## src/rtl/fifo_flagged.sv

```systemverilog
// Single-clock FIFO with level, almost-full/almost-empty and sticky error flags.
// Optional first-word-fall-through mode keeps the head word on data_out.
module fifo_flagged #(
    parameter int WIDTH     = 8,
    parameter int DEPTH     = 10,
    parameter int FWFT      = 0,
    parameter int AF_THRESH = DEPTH - 2,
    parameter int AE_THRESH = 1,
    localparam int CTR_WIDTH = $clog2(DEPTH + 1)
) (
    input  logic                 clk,
    input  logic                 n_reset,
    input  logic [WIDTH-1:0]     data_in,
    input  logic                 wr_en,
    input  logic                 rd_en,
    input  logic                 err_clr,
    output logic [WIDTH-1:0]     data_out,
    output logic                 empty,
    output logic                 full,
    output logic                 almost_empty,
    output logic                 almost_full,
    output logic [CTR_WIDTH-1:0] level,
    output logic                 overflow,
    output logic                 underflow
);

    localparam int AW = $clog2(DEPTH);

    logic [WIDTH-1:0]     mem [DEPTH];
    logic [AW-1:0]        wr_ptr, rd_ptr;
    logic [AW-1:0]        wr_ptr_inc, rd_ptr_inc, head_addr;
    logic                 wr_ok, rd_ok;
    logic [CTR_WIDTH-1:0] level_next;
    logic [CTR_WIDTH-1:0] kept;
    logic [WIDTH-1:0]     dout_next;

    always_comb begin
        wr_ok      = wr_en & ~full;
        rd_ok      = rd_en & ~empty;
        wr_ptr_inc = (wr_ptr == AW'(DEPTH - 1)) ? '0 : wr_ptr + AW'(1);
        rd_ptr_inc = (rd_ptr == AW'(DEPTH - 1)) ? '0 : rd_ptr + AW'(1);
        head_addr  = rd_ok ? rd_ptr_inc : rd_ptr;
        kept       = level - CTR_WIDTH'(rd_ok);

        level_next = level;
        if (wr_ok && !rd_ok)
            level_next = level + CTR_WIDTH'(1);
        else if (rd_ok && !wr_ok)
            level_next = level - CTR_WIDTH'(1);
    end

    // FWFT: present the post-operation head; when nothing older survives the pop,
    // the head is the word being written this edge, so bypass the RAM.
    always_comb begin
        dout_next = data_out;
        if (FWFT != 0) begin
            if (level_next == '0)
                dout_next = '0;
            else if (kept == '0)
                dout_next = data_in;
            else
                dout_next = mem[head_addr];
        end else if (rd_ok) begin
            dout_next = mem[rd_ptr];
        end
    end

    always_ff @(posedge clk) begin
        if (wr_ok)
            mem[wr_ptr] <= data_in;
    end

    always_ff @(posedge clk or negedge n_reset) begin
        if (!n_reset) begin
            wr_ptr       <= '0;
            rd_ptr       <= '0;
            level        <= '0;
            data_out     <= '0;
            empty        <= 1'b1;
            full         <= 1'b0;
            almost_empty <= 1'b1;
            almost_full  <= 1'b0;
            overflow     <= 1'b0;
            underflow    <= 1'b0;
        end else begin
            if (wr_ok)
                wr_ptr <= wr_ptr_inc;
            if (rd_ok)
                rd_ptr <= rd_ptr_inc;
            level        <= level_next;
            data_out     <= dout_next;
            empty        <= (level_next == '0);
            full         <= (level_next == CTR_WIDTH'(DEPTH));
            almost_empty <= (level_next <= CTR_WIDTH'(AE_THRESH));
            almost_full  <= (level_next >= CTR_WIDTH'(AF_THRESH));
            // A set event in the same cycle as err_clr keeps the flag raised.
            overflow     <= (wr_en & full)  | (overflow  & ~err_clr);
            underflow    <= (rd_en & empty) | (underflow & ~err_clr);
        end
    end

endmodule
```

## config.mk

```make
export PLATFORM = sky130hd
export DESIGN_NAME = fifo_flagged
export DESIGN_NICKNAME = d
export VERILOG_FILES = /design/src/rtl/fifo_flagged.sv
export SDC_FILE = /design/constraint.sdc
export NUM_CORES = 1
export LEC_CHECK = 0
export ABC_AREA = 0
export ABC_CLOCK_PERIOD_IN_PS = 1950
export CAP_MARGIN = 0
export CORE_UTILIZATION = 35
export CTS_BUF_LIST = sky130_fd_sc_hd__clkbuf_16
export CTS_CLUSTER_SIZE = 12
export DETAILED_ROUTE_END_ITERATION = 10
export PLACE_DENSITY = 0.57
export SLEW_MARGIN = 30
export SYNTH_ARGS = -nofsm -noshare
export SYNTH_HDL_FRONTEND = slang
export SYNTH_SLANG_ARGS = --single-unit
```

## constraint.sdc

```tcl
create_clock -name clk -period 1.95 [get_ports clk]
set_clock_uncertainty 0.15 [all_clocks]
set_input_delay 0.195 -clock clk [delete_from_list [all_inputs] [get_ports clk]]
set_output_delay 0.195 -clock clk [all_outputs]
set_load 0.005 [all_outputs]
```

Yosys cells after proc, flatten, opt, wreduce, memory -nomap -nowiden
Memory sizes are Yosys's and may differ from the RTL's. A register that Yosys moved wholly into a read port is not among the register bits. Cells that the tools add are included.

Register bits: 18. Memory bits (writable): 80. Memories: 1. Word-level logic and storage cells: 42. Input port bits: 13.

Memory list: mem (depth 10, bits a word 8, rd ports 1, clocked after memory_dff 1, write ports 1, RTL line 29) `logic [WIDTH-1:0] mem [DEPTH];`.

$lt $le $gt $ge: 2. Eq/ne operators: 3. Mux-type cells: 6. Bitwise gates (word level): 11. Add/sub/neg operators: 4. Reduce and logical (&&, ||, !) cells: 6.

Operators by type and width (count): 4-bit two-way mux (4); 4-bit by 1-bit adder with 4-bit output (second input constant) (3); 4-bit equality test (second input constant) (3); 1-bit AND (6); 4-bit greater-or-equal comparator (second input constant) (1); 4-bit by 1-bit <= comparator with 1-bit output (second input constant) (1); 4-bit zero test (1); 4-bit by 1-bit subtractor with 4-bit output (second input constant) (1); 1-bit zero test (3); 1-bit NOT (3); 1-bit logical AND (2); 1-bit two-way mux (2); 1-bit bitwise OR (2).

Logic depth before layout (Yosys ltp)
Gate-level depths: netlist of run 1.

Word-level depth: 7. Mapped depth: 7.

Worst setup path before layout of run 1
OpenSTA, ideal clock, no wires.

Kind: reg2reg. Start point: register full. End point: memory mem[0][0], enable pin. Required time: 1.417 ns. Stages on the path, launching flop included: 5. Slack: -0.251 ns. Path buffers: 1. Arrival time: 1.667 ns. Path through: dfrtp_1 nand2b_1 buf_2 or3_1 nor3_1.

Longest elaborated chain between the ends: 4.

RTL lines: start: declaration (RTL line 19) `output logic full,`; start signal: assignment (RTL line 93) `full <= (level_next == CTR_WIDTH'(DEPTH));`; 1-bit NOT (RTL line 38) `wr_ok = wr_en & ~full;`; 1-bit AND (RTL line 38); 1-bit two-way mux (RTL line 69) `if (wr_ok)`; 1-bit two-way mux (not written as such) (RTL line 70) `mem[wr_ptr] <= data_in;`; end: declaration (RTL line 29).

Every way passes these cells.

==> reports/metrics.yaml, run 1 <==
status: "finished with violations"
violations: "design-rule violations"
nNetsFinal: 331
finalHoldViolations: 0
die-height_um: 113
dieArea_um2: 12700
end_kind: "flop"
crit_required_ns: 2.03
cts-buffers-inserted: 9
critPathKind: "flop to flop"
cp-start-kind: "flop"
finalCoreUtilization: 0.443
synth_nets: 271
ant_nets: 0
vias_per_cell: 4.81
syn_avg_cell_area_um2: 16.8
clkTransAtPathRegs_ns: 0.07
cts_max_level: 3
area_delta_synth_final_pct: 23.5
track_usage: 0.133
max_stage_delay_ns: 0.60
clock_path_buffers: 2
hold_path_class: "input port to async pin"
grt_use_met2: 0.197
clkLatencyLatePin_ns: 0.35
cts_hold_buffers: 0
yosysSeqAreaShare: 0.712
placed_cells: 446
power.density_nw_per_um2: 1440
synth_edf_count: 80
finalSetupViolCount: 0
ios: 31
root_buffer: "clkbuf_16"
tightest_slew_ns: 0.544
cp_slowest_cell: "mux4_1"
drt-initial-drc-count: 162
grt_max_degree: 27
arrival_ns: 1.99
grt.overflow.total: 0
rows: 40
power.static_leakage_uw: 0.00193
path_cells: "buf_12, mux4_1, mux2_2, o21ai_1, nand2_1"
grt_antenna_before_repair: 0
initial_core_util: 0.359
rsz0062_at_grt: "yes"
peakVddDrop_mv: 0.571
grt_util_met1: 0.189
cts_tree: "built"
grt_pass1_wl_um: 12400
min_period_ns: 1.90
synthArstFlopShare: 0.245
fin_ws_ns: 0.0457
fin_cells: 468
synth_cell_type_count: 39
setup_tns_ns: 0
max-slew-margin-rel: 0.637
wl_um: 7680
dp_slack_ns: -0.0424
ys.flop_type: "edfxtp_1"
gp_congestion: 0.731
final_common_cell: "edfxtp_1"
drive_gt1_frac: 0.240
syn_area_um2: 4290
first_pass_iters: 7
drc: 1
core_um2: 12000
layout_common_cells: "80 x edfxtp_1, 30 x clkdlybuf4s50_1, 29 x buf_4"
cts_sinks: 106
period_share: 0.977
via_count: 2251
dp_hpwl_um: 5350
slew_violations: 0
max_cap_violations: 0
routedWlPerCell_um: 16.4
use_met3: 0.0279
ys_ff_latch: 106
grt_pass1_vias: 2235
busiest_layer: "met2"
n_antenna_cell: 0
path_max_fanout: 16
max_freq_ghz: 0.525
die_w_um: 113
syn_inst: 256
portBuffers: 30
yosysWarnings: 0
[stage by stage]
stage | instance area, um2 | total power [uW] | hold slack [ns]
finish | 5300 | 7610 | 0.0577
global route | 5300 | 8040 | 0.0821
detailed placement | 4930 | 5710 | 0.312
floorplan | 4310 | 4760 | -0.251
global placement | 4930 | 5680 | 0.310
CTS | 5270 | 7640 | 0.0659
[cells in the mapped netlist, types with 2 or more instances]
cell,count,area share
nor3b_1,2,0.0035
dfrtp_1,24,0.14
mux4_1,7,0.043
buf_2,3,0.0035
o21ai_1,9,0.011
dfstp_2,2,0.012
nor3_1,7,0.0082
a21oi_1,8,0.0093
inv_1,4,0.0035
nand2_1,25,0.022
o21ai_0,5,0.0058
mux4_2,9,0.047
mux2i_1,8,0.019
clkbuf_1,5,0.0044
nor2b_1,5,0.0073
mux2_2,8,0.021
xnor2_1,6,0.012
nor2_1,10,0.0088
ha_1,2,0.0058
nand2b_1,5,0.0073
nor2_4,2,0.0053
nor4_1,2,0.0029
edfxtp_1,80,0.56
buf_1,2,0.0018
a21o_1,2,0.0035
[timing repair]
action,4_1_cts,5_1_grt
setup buffers,3,3
setup endpoints to repair,2,7
gates resized for setup,1,3
endpoints found under the hold margin,0,0
[registers in the layout (all words and copies together) (netlist names)]
| signal | flops |
|---|---|
| wr_ptr | 4 |
| overflow | 1 |
| almost_empty | 1 |
| empty | 1 |
| level | 4 |
| data_out | 8 |
| full | 1 |
| mem | 80 |
| underflow | 1 |
| almost_full | 1 |
| rd_ptr | 4 |
[layer usage]
metal  up-vias  wire length [um]
li1       1088                 -
met1      1127              3860
met2        26              3520
met3        10               153
met4         0               144
met5         -                 0
[report_power, final]
part | switching, uW | internal [uW]
Clock | 841 | 1020
Combinational | 1060 | 1410
Sequential | 363 | 2910
[path summary, 6_finish.rpt]
path	startpoint	to	slack, ns	depth (start not counted)
max	rd_ptr[0]$_DFFE_PN0P_	data_out[6]$_DFFE_PN0P_	0.05	5
min	n_reset	wr_ptr[0]$_DFFE_PN0P_	0.06	2
max reg2reg	rd_ptr[0]$_DFFE_PN0P_	data_out[6]$_DFFE_PN0P_	0.05	5
min reg2reg	data_out[6]$_DFFE_PN0P_	data_out[6]$_DFFE_PN0P_	0.32	2
max in group asynchronous	n_reset	empty$_DFF_PN1_	1.30	2
min in group clk	err_clr	overflow$_DFF_PN0_	0.29	2
[layout make-up]
cell class | count | area (um2)
fillers | 1035 | 6670
well taps | 147 | 184
flip-flops and latches | 106 | 3060
clock buffers | 9 | 225
repair buffers | 62 | 569
clock inverters | 7 | 87.6
inverters | 4 | 15.0
multi-input cells | 133 | 1160
[cell families after synthesis]
kind of cell,share of synthesized area
simple gates,0.0732
xor+xnor,0.0181
mux,0.130
compound gates,0.0385
fa+ha+maj,0.00583
buf+inv,0.0222
flops,0.712
[worst max-delay path, delay by kind of cell, from the launching register on]
kind                   cells  cell delay, ns
multiplexers               2            0.89
flip-flops                 1            0.38
buffers and inverters      1            0.17
AO/OA/AOI/OAI              1            0.13
AND/OR/NAND/NOR            1            0.06
Power figures use the tool's default switching activity.
==> inputs of run 2 (changes only) <==
--- a/config.mk
+++ b/config.mk
@@ -17,3 +17,4 @@
 export SYNTH_ARGS = -nofsm -noshare
 export SYNTH_HDL_FRONTEND = slang
 export SYNTH_SLANG_ARGS = --single-unit
+export TNS_END_PERCENT = 100
==> results of run 2 <==
Final layout, timing and power as in run 1 (identical DEF).
==> inputs of run 3 (changes only) <==
--- a/config.mk
+++ b/config.mk
@@ -7,7 +7,6 @@
 export LEC_CHECK = 0
 export ABC_AREA = 0
 export ABC_CLOCK_PERIOD_IN_PS = 1950
-export CAP_MARGIN = 0
 export CORE_UTILIZATION = 35
 export CTS_BUF_LIST = sky130_fd_sc_hd__clkbuf_16
 export CTS_CLUSTER_SIZE = 12
==> results of run 3 <==
Final layout, timing and power as in run 1 (identical DEF).
